$ cat config.mk
export PLATFORM = sky130hd
export DESIGN_NAME = ball_motion_engine
export DESIGN_NICKNAME = d
export VERILOG_FILES = /design/src/rtl/ball_motion_engine.sv
export SDC_FILE = /design/constraint.sdc
export NUM_CORES = 1
export LEC_CHECK = 0
export ABC_AREA = 1
export BUFFER_PORTS_ARGS = -buffer_cell sky130_fd_sc_hd__buf_4
export CORE_MARGIN = 5
export CORE_UTILIZATION = 64
export CTS_BUF_LIST = sky130_fd_sc_hd__clkbuf_16
export DETAILED_ROUTE_END_ITERATION = 10
export GPL_TIMING_DRIVEN = 0
export HOLD_SLACK_MARGIN = 0.05
export PLACE_DENSITY = 0.81
export SLEW_MARGIN = 15
export SYNTH_ARGS = -nofsm -noshare
export SYNTH_HDL_FRONTEND = slang
export SYNTH_SLANG_ARGS = --single-unit
$ cat constraint.sdc
create_clock -name clk -period 9.4 [get_ports clk]
set_clock_uncertainty 0.2 [all_clocks]
set_input_delay 2.35 -clock clk [delete_from_list [all_inputs] [get_ports clk]]
set_output_delay 2.35 -clock clk [all_outputs]
set_load 0.02 [all_outputs]
$ cat src/rtl/ball_motion_engine.sv
// Per-ball motion engine: fixed-point position/velocity, shot charging (cue ball only),
// per-frame integration with opposing friction, guarded reflections and pocket/respawn.
module ball_motion_engine #(
  parameter int BALL_ID        = 0,
  parameter int INITIAL_X      = 400,
  parameter int INITIAL_Y      = 220,
  parameter int PARK_X         = 600,
  parameter int PARK_Y         = 460,
  parameter int FRAC_BITS      = 6,
  parameter int SPEED_W        = 16,
  parameter int MAX_SHOT_SPEED = 800,
  parameter int SPEED_STEP     = 200,
  parameter int FRICTION_STEP  = 1,
  parameter int MIN_SPEED      = 2,
  parameter int RESPAWN_FRAMES = 60
) (
  input  logic                       clk,
  input  logic                       resetN,
  input  logic                       startOfFrame,
  input  logic                       newGame,
  input  logic                       chargeUp,
  input  logic                       chargeDown,
  input  logic                       chargeLeft,
  input  logic                       chargeRight,
  input  logic                       releaseBall,
  input  logic                       collision_with_ball,
  input  logic [3:0]                 HitEdgeCode,
  input  logic                       collision_with_wall,
  input  logic [3:0]                 wallEdge,
  input  logic                       collision_with_hole,
  output logic signed [10:0]         topLeftX,
  output logic signed [10:0]         topLeftY,
  output logic signed [SPEED_W-1:0]  XspeedOUT,
  output logic signed [SPEED_W-1:0]  YspeedOUT,
  output logic signed [SPEED_W-1:0]  shotX,
  output logic signed [SPEED_W-1:0]  shotY,
  output logic                       moving,
  output logic                       pocketed
);

  localparam int POS_W = 11 + FRAC_BITS;
  localparam int CNT_W = (RESPAWN_FRAMES > 1) ? $clog2(RESPAWN_FRAMES + 1) : 1;

  localparam logic signed [POS_W-1:0]   INIT_X_FP = POS_W'(INITIAL_X * (2 ** FRAC_BITS));
  localparam logic signed [POS_W-1:0]   INIT_Y_FP = POS_W'(INITIAL_Y * (2 ** FRAC_BITS));
  localparam logic signed [POS_W-1:0]   PARK_X_FP = POS_W'(PARK_X * (2 ** FRAC_BITS));
  localparam logic signed [POS_W-1:0]   PARK_Y_FP = POS_W'(PARK_Y * (2 ** FRAC_BITS));
  localparam logic signed [SPEED_W-1:0] STEP_S    = SPEED_W'(SPEED_STEP);
  localparam logic signed [SPEED_W-1:0] MAX_S     = SPEED_W'(MAX_SHOT_SPEED);
  localparam logic signed [SPEED_W-1:0] FSTEP_S   = SPEED_W'(FRICTION_STEP);
  localparam logic signed [SPEED_W-1:0] MIN_S     = SPEED_W'(MIN_SPEED);
  localparam logic [CNT_W-1:0]          CNT_LAST  = CNT_W'(RESPAWN_FRAMES - 1);

  typedef enum logic [1:0] {IDLE, ROLLING, POCKETED} state_t;

  state_t                     state, state_nxt;
  logic signed [POS_W-1:0]    pos_x, pos_y, pos_x_nxt, pos_y_nxt;
  logic signed [SPEED_W-1:0]  vx, vy, vx_nxt, vy_nxt, vx_ref, vy_ref;
  logic signed [SPEED_W-1:0]  fx, fy, fx_nxt, fy_nxt;
  logic signed [SPEED_W-1:0]  sx, sy, sx_nxt, sy_nxt;
  logic [CNT_W-1:0]           cnt, cnt_nxt;
  logic                       contact;

  function automatic logic signed [SPEED_W-1:0] abs_s(input logic signed [SPEED_W-1:0] v);
    return (v < 0) ? -v : v;
  endfunction

  // Negate only when moving into the contacted side, so a held contact cannot flip back.
  function automatic logic signed [SPEED_W-1:0] reflect(input logic signed [SPEED_W-1:0] v,
                                                         input logic neg_side,
                                                         input logic pos_side);
    if ((neg_side && v < 0) || (pos_side && v > 0)) return -v;
    return v;
  endfunction

  function automatic logic signed [SPEED_W-1:0] apply_friction(input logic signed [SPEED_W-1:0] v,
                                                                input logic signed [SPEED_W-1:0] f);
    logic signed [SPEED_W-1:0] mag;
    mag = abs_s(v);
    if (mag > MIN_S && (mag - f) > 0) return (v > 0) ? v - f : v + f;
    return '0;
  endfunction

  function automatic logic signed [SPEED_W-1:0] charge(input logic signed [SPEED_W-1:0] shot,
                                                       input logic plus, input logic minus);
    logic signed [SPEED_W-1:0] d, t;
    d = '0;
    if (plus && !minus) d = STEP_S;
    else if (minus && !plus) d = -STEP_S;
    t = shot + d;
    if (abs_s(t) > MAX_S) return shot;
    return t;
  endfunction

  assign contact = collision_with_ball | collision_with_wall;
  assign vx_ref  = reflect(vx, HitEdgeCode[3] | wallEdge[3], HitEdgeCode[1] | wallEdge[1]);
  assign vy_ref  = reflect(vy, HitEdgeCode[2] | wallEdge[2], HitEdgeCode[0] | wallEdge[0]);

  always_comb begin
    state_nxt = state;
    pos_x_nxt = pos_x;
    pos_y_nxt = pos_y;
    vx_nxt    = vx;
    vy_nxt    = vy;
    fx_nxt    = fx;
    fy_nxt    = fy;
    sx_nxt    = sx;
    sy_nxt    = sy;
    cnt_nxt   = cnt;
    if (newGame) begin
      state_nxt = IDLE;
      pos_x_nxt = INIT_X_FP;
      pos_y_nxt = INIT_Y_FP;
      vx_nxt = '0; vy_nxt = '0; fx_nxt = '0; fy_nxt = '0;
      sx_nxt = '0; sy_nxt = '0; cnt_nxt = '0;
    end else if (collision_with_hole && state != POCKETED) begin
      state_nxt = POCKETED;
      pos_x_nxt = PARK_X_FP;
      pos_y_nxt = PARK_Y_FP;
      vx_nxt = '0; vy_nxt = '0; fx_nxt = '0; fy_nxt = '0;
      sx_nxt = '0; sy_nxt = '0; cnt_nxt = '0;
    end else begin
      case (state)
        IDLE: begin
          if (releaseBall && (sx != 0 || sy != 0)) begin
            vx_nxt    = sx;
            vy_nxt    = sy;
            fx_nxt    = (abs_s(sx) / STEP_S) * FSTEP_S;
            fy_nxt    = (abs_s(sy) / STEP_S) * FSTEP_S;
            sx_nxt    = '0;
            sy_nxt    = '0;
            state_nxt = ROLLING;
          end else if (BALL_ID == 0) begin
            sx_nxt = charge(sx, chargeRight, chargeLeft);
            sy_nxt = charge(sy, chargeDown, chargeUp);
          end
        end
        ROLLING: begin
          vx_nxt = vx_ref;
          vy_nxt = vy_ref;
          // Integrate with the pre-update speed; friction is skipped on contact frames.
          if (startOfFrame) begin
            pos_x_nxt = pos_x + POS_W'(vx);
            pos_y_nxt = pos_y + POS_W'(vy);
            if (!contact) begin
              vx_nxt = apply_friction(vx_ref, fx);
              vy_nxt = apply_friction(vy_ref, fy);
            end
          end
          if (vx_nxt == 0 && vy_nxt == 0) begin
            state_nxt = IDLE;
            fx_nxt    = '0;
            fy_nxt    = '0;
          end
        end
        POCKETED: begin
          if (startOfFrame && BALL_ID == 0) begin
            if (cnt == CNT_LAST) begin
              state_nxt = IDLE;
              pos_x_nxt = INIT_X_FP;
              pos_y_nxt = INIT_Y_FP;
              cnt_nxt   = '0;
            end else begin
              cnt_nxt = cnt + 1'b1;
            end
          end
        end
        default: state_nxt = IDLE;
      endcase
    end
  end

  always_ff @(posedge clk or negedge resetN) begin
    if (!resetN) begin
      state    <= IDLE;
      pos_x    <= INIT_X_FP;
      pos_y    <= INIT_Y_FP;
      vx       <= '0;
      vy       <= '0;
      fx       <= '0;
      fy       <= '0;
      sx       <= '0;
      sy       <= '0;
      cnt      <= '0;
      moving   <= 1'b0;
      pocketed <= 1'b0;
    end else begin
      state    <= state_nxt;
      pos_x    <= pos_x_nxt;
      pos_y    <= pos_y_nxt;
      vx       <= vx_nxt;
      vy       <= vy_nxt;
      fx       <= fx_nxt;
      fy       <= fy_nxt;
      sx       <= sx_nxt;
      sy       <= sy_nxt;
      cnt      <= cnt_nxt;
      moving   <= (state_nxt == ROLLING);
      pocketed <= (state_nxt == POCKETED);
    end
  end

  assign topLeftX  = pos_x[POS_W-1:FRAC_BITS];
  assign topLeftY  = pos_y[POS_W-1:FRAC_BITS];
  assign XspeedOUT = vx;
  assign YspeedOUT = vy;
  assign shotX     = sx;
  assign shotY     = sy;

endmodule

==> results.json, run 1 <==
{
  "status": "completed",
  "gp_congestion": 0.978,
  "antenna_left": 0,
  "yosys.area_share.simple_pct": 31.2,
  "synth_edf_count": 0,
  "via_per_inst": 5.78,
  "grt_pass1_vias": 16780,
  "cts_max_path_buffers": 2,
  "finalHoldViolCount": 0,
  "cp-start-kind": "primary input",
  "fin_nets": 2894,
  "start_util_pct": 65.2,
  "fin_hold_ws_ns": 0.297,
  "num_vias": 17724,
  "die_w_um": 173,
  "synth-compound-area-share_pct": 15.4,
  "syn_inst": 2583,
  "min_path_type": "reg -> reg",
  "place_ws_ns": -0.963,
  "layout-drive-gt1-share_pct": 13.5,
  "cts_buffers": 17,
  "power_density_mw_per_mm2": 357,
  "antenna_found_initial": 0,
  "netlist_area_sq_mm": 0.0171,
  "area_delta_synth_final_pct": 12.1,
  "tightest_slew_ns": 0.747,
  "firstDrtPassIters": 6,
  "cap_violations": 0,
  "p_total_mw": 6.84,
  "peakVddDrop_mv": 0.236,
  "die_h_um": 173,
  "synth_area_per_cell_sq_um": 6.62,
  "synth_common_cells": "nand2_1 (505), inv_1 (440), nor2_1 (217)",
  "muxShareOfSynthArea_pct": 0.0585,
  "ios": 108,
  "insertedDiodeCount": 0,
  "clock.fmax_mhz": 109,
  "ys_ff_latch": 134,
  "cts_root_buf": "clkbuf_16",
  "finalSetupViolCount": 0,
  "yosys.area.top_type": "dfrtp_1",
  "cp.required_ns": 9.48,
  "dp.final_hpwl_um": 39400,
  "seq_area_frac_synth_pct": 19.7,
  "cp_max_fo": 10,
  "synth_top_family_by_area": "simple AND/OR/NAND/NOR gates",
  "synth_area_leaders": "dfrtp_1 (18%), nand2_1 (11%), ha_1 (11%), inv_1 (9.7%), xor2_1 (7.9%)",
  "fillCellCount": 2186,
  "placement_rows": 59,
  "slowest_stage": "ha_1",
  "yosys.area_share.xor_xnor_pct": 9.02,
  "grt_start_max_net_pins": 95,
  "grt_setup_unrepaired": "true",
  "grt_overflow": 0,
  "synth_top_area_share_pct": 18.4,
  "fin_ws_ns": 0.235,
  "route.detailed.drc": 0,
  "die_area_sq_mm": 0.0301,
  "endpoint_kind": "flop",
  "finalSetupTns_ns": 0,
  "report.final.slew_viol_count": 0,
  "clock-sinks": 134,
  "crit_type": "in -> reg",
  "crit_path_max_incr_delay_ns": 0.33,
  "clk_pin_slew_ns": 0.07,
  "final_area_sq_mm": 0.0192,
  "synth_fa_ha_area_share_pct": 11.8,
  "max_slew_margin_pct": 49.4,
  "yosysMostFrequentCell": "nand2_1",
  "grt_pass1_wl_um": 80400,
  "post-route-period-util_pct": 97.5,
  "numPortBuffers": 100,
  "drt-total-wl_um": 49500,
  "core_sq_mm": 0.0262,
  "postSynth.asyncResetShare_pct": 100,
  "period_needed_ns": 9.17,
  "insertion_delay_ns": 0.43,
  "drtIter0Drc": 1468,
  "ys.flop_type": "dfrtp_1",
  "post_dp_cell_area_sq_mm": 0.0183,
  "cpMostUsedCell": "nand2_1",
  "yosysWarnings": 0,
  "synth_cell_type_count": 72,
  "wl_per_cell_um": 16.1,
  "track_usage_pct": 31.7,
  "cts_tree": "built",
  "crit_arrival_ns": 9.24,
  "htree_levels": 4,
  "power.leakage_nw": 10.6
}
-- cells by family after synthesis --
| logic type | Yosys count |
|---|---|
| other | 2 |
| adders and majority gates | 156 |
| muxes | 1 |
| and+or+nand+nor | 1144 |
| buffers and inverters | 538 |
| AOI/OAI and AO/OA | 432 |
| xor gates and xnor gates | 176 |
| DFF | 134 |
-- stage by stage --
stage | util, % | cells
global placement | 69.8 | 3024
finish | 73.1 | 3066
CTS | 72.5 | 3057
global route | 73.1 | 3066
detailed placement | 69.9 | 3025
floorplan | - | 2589
-- final timing paths --
kind / endpoint / depth (start not counted) / startpoint / slack, ns
max: fy[2] / 51 / wallEdge[0] / 0.23
min: pos_y[2] / 2 / pos_y[2] / 0.30
max reg2reg: fy[2] / 55 / YspeedOUT[0] / 0.61
min reg2reg: pos_y[2] / 2 / pos_y[2] / 0.30
max in group asynchronous: pos_y[9] / 2 / resetN / 6.62
min in group asynchronous: cnt[0] / 1 / resetN / 1.59
-- registers in the layout, indices dropped and copies added, names as in the netlist --
| name | flops |
|---|---|
| shotY | 13 |
| pos_x | 17 |
| pocketed | 1 |
| YspeedOUT | 16 |
| cnt | 6 |
| shotX | 13 |
| moving | 1 |
| fy | 16 |
| XspeedOUT | 16 |
| pos_y | 17 |
| fx | 16 |
| state | 2 |
-- repair_timing --
action	in CTS	in global routing
endpoints found under the setup margin	33	36
hold buffers	0	0
pin swaps	0	4
buffers inserted	0	9
gates resized for setup	9	24
-- power by group --
group / total (mW) / internal (mW) / switching, mW
logic: 5.38 / 1.87 / 3.51
clock network: 0.728 / 0.425 / 0.303
registers: 0.740 / 0.646 / 0.0942
-- routing by layer --
| layer | GRT usage, % | part of all wire, % |
|---|---|---|
| met1 | 39.3 | 41 |
| met2 | 55.0 | 49 |
| met3 | 4.47 | 6.7 |
| met4 | 13.9 | 4.1 |
| met5 | 0 | 0 |
-- layout make-up --
type	instances	area, sq um	area share [%]
tap	335	419	2.19
multi-input combinational	1917	11700	61.1
timing repair buffer	110	853	4.45
clock buffer	17	425	2.22
inverter	470	1770	9.25
buffer	68	428	2.23
sequential	134	3360	17.6
clock inverter	15	196	1.03
-- worst max-delay path: cells and delay by family --
family,cells,cell delay (ns)
adders and majority gates,1,0.33
xor gates and xnor gates,3,0.55
and+or+nand+nor,26,2.92
buffers and inverters,8,1.01
AOI/OAI and AO/OA,13,2.07
-- placed cells by master (no fill, tap or decap), types with 21 or more instances in the layout --
cell and n:
a21oi_1 107, buf_4 140, clkbuf_1 25, dfrtp_1 126
ha_1 148, inv_1 439, inv_2 24, nand2_1 504
nand2_2 52, nand3_1 176, nand4_1 42, nor2_1 213
nor3_1 53, o21ai_0 141, o21bai_1 29, o221ai_1 28
o22ai_1 39, xnor2_1 21, xor2_1 146
Note: power is estimated with default switching activity, not from simulation.
==> run 2: changes to the inputs <==
--- a/config.mk
+++ b/config.mk
@@ -14,6 +14,7 @@
 export GPL_TIMING_DRIVEN = 0
 export HOLD_SLACK_MARGIN = 0.05
 export PLACE_DENSITY = 0.81
+export RECOVER_POWER = 25
 export SLEW_MARGIN = 15
 export SYNTH_ARGS = -nofsm -noshare
 export SYNTH_HDL_FRONTEND = slang
==> results.json, run 2 (synthesis gave the netlist of run 1 again) <==
{
  "r2r_slack_ns": 0.64,
  "cts_buffers": 17,
  "reg2reg_to": "fy[2]",
  "clock-sinks": 134,
  "report.final.slew_viol_count": 137,
  "num_vias": 17771,
  "cts_root_buf": "clkbuf_16",
  "crit_path_max_incr_delay_ns": 0.33,
  "violations": "max-capacitance violations, max-slew violations",
  "endpoint_kind": "flop",
  "post-route-period-util_pct": 97.3,
  "max_slew_margin_pct": -184,
  "drt-total-wl_um": 49500,
  "placement_rows": 59,
  "antenna_left": 0,
  "finalHoldViolCount": 0,
  "die_area_sq_mm": 0.0301,
  "layout-drive-gt1-share_pct": 13.5,
  "numPortBuffers": 100,
  "power_density_mw_per_mm2": 358,
  "power.leakage_nw": 10.6,
  "antenna_found_initial": 0,
  "firstDrtPassIters": 8,
  "drtIter0Drc": 1466,
  "status": "finished with violations",
  "start_util_pct": 65.2,
  "tightest_slew_ns": 4.26,
  "finalNonFillerCells": 3066,
  "dpl.cell_count": 3025,
  "worstReg2RegStart": "XspeedOUT[0]",
  "dp.final_hpwl_um": 39400,
  "cpMostUsedCell": "nand2_1",
  "finalSetupViolCount": 0,
  "place_ws_ns": -0.963,
  "insertedDiodeCount": 0,
  "grt_overflow": 0,
  "crit_type": "in -> reg",
  "insertion_delay_ns": 0.43,
  "area_delta_synth_final_pct": 11.9,
  "ios": 108,
  "cts_tree": "built",
  "grt_setup_unrepaired": "true",
  "cp-start-kind": "primary input",
  "grt_start_max_net_pins": 95,
  "grt_pass1_vias": 16780,
  "hold_start": "pos_y[2]",
  "clk_pin_slew_ns": 0.07,
  "clock.fmax_mhz": 109,
  "cap_violations": 2,
  "core_sq_mm": 0.0262,
  "fin_ws_ns": 0.257,
  "track_usage_pct": 31.7,
  "cp_max_fo": 10,
  "min_delay_path_depth": 2,
  "peakVddDrop_mv": 0.235,
  "die_w_um": 173,
  "slowest_stage": "ha_1",
  "period_needed_ns": 9.14,
  "htree_levels": 4,
  "gp_congestion": 0.978,
  "hold_end": "pos_y[2]",
  "min_path_type": "reg -> reg",
  "final_common_cell": "nand2_1",
  "die_h_um": 173,
  "via_per_inst": 5.80,
  "wl_per_cell_um": 16.2,
  "grt_pass1_wl_um": 80400,
  "cp.required_ns": 9.48,
  "fin_nets": 2894,
  "route.detailed.drc": 0,
  "crit_arrival_ns": 9.22,
  "rr_worst_depth": 49,
  "largestRegisters": "pos_x: 17 flops, pos_y: 17 flops",
  "final_cell_mix": "nand2_1 (504), inv_1 (439), nor2_1 (213)",
  "cts_max_path_buffers": 2
}
[run 2: cell types whose count changed in the layout (fill, tap and decap cells not counted)]
cell,before,now
clkbuf_1,25,26
dlymetal6s4s_1,0,1
buf_8,1,0
buf_16,1,0
[run 2: cell type report]
cell class / instances / area [sq um]
Tap cell: 335 / 419
Multi-Input combinational cell: 1917 / 11700
Sequential cell: 134 / 3360
Fill cell: 2189 / 7070
Timing Repair Buffer: 110 / 827
Inverter: 470 / 1770
Buffer: 68 / 428
Clock buffer: 17 / 425
Clock inverter: 15 / 196
[run 2: timing repair]
item	4_1_cts	5_1_grt
setup endpoints to repair	33	36
gates resized for setup	9	24
setup buffers	0	9
pin swaps	0	4
hold buffers	0	0
[run 2: how the worst max path moves through the flow]
stage	startpoint	to	slack [ns]	depth (start not counted)
after floorplan	wallEdge[1]	fx[2]	1.22	40
after global placement	wallEdge[1]	fy[0]	-0.85	37
after detailed placement	wallEdge[1]	fy[0]	-0.96	37
after CTS	wallEdge[0]	fy[2]	0.03	51
after global routing	wallEdge[0]	fy[2]	-0.25	51
final	wallEdge[0]	fy[2]	0.26	51
[run 2: routing by layer]
layer / vias up / track usage (%) / share of wire [%]
met5: - / 0 / 0
met4: 0 / 13.9 / 4.3
met3: 169 / 4.47 / 7.0
met2: 690 / 55.0 / 48
met1: 8229 / 39.3 / 40
li1: 8683 / - / -
[run 2: through the flow]
| stage | utilization (%) | cell area [sq um] | hold slack (ns) | TNS [ns] | power (mW) |
|---|---|---|---|---|---|
| after floorplan | - | 17100 | 0.256 | 0 | 4.89 |
| after global placement | 69.8 | 18300 | 0.272 | -24.70 | 5.79 |
| after detailed placement | 69.9 | 18300 | 0.282 | -28.78 | 5.97 |
| after CTS | 72.5 | 19000 | 0.298 | 0 | 6.74 |
| after global routing | 73.0 | 19100 | 0.328 | -4.07 | 7.55 |
| final | 73.0 | 19100 | 0.297 | 0 | 6.84 |
[run 2: worst max-delay path, delay by kind of cell]
family	cells	cell delay, ns
AND/OR/NAND/NOR	26	2.90
buffers and inverters	8	1.00
XOR/XNOR	3	0.55
AO/OA/AOI/OAI	13	2.06
adder cells (fa/ha/maj)	1	0.33
[run 2: where the power goes]
group,internal [mW],switching [mW]
clock,0.425,0.306
sequential,0.646,0.0941
combinational,1.87,3.51
total,2.94,3.91
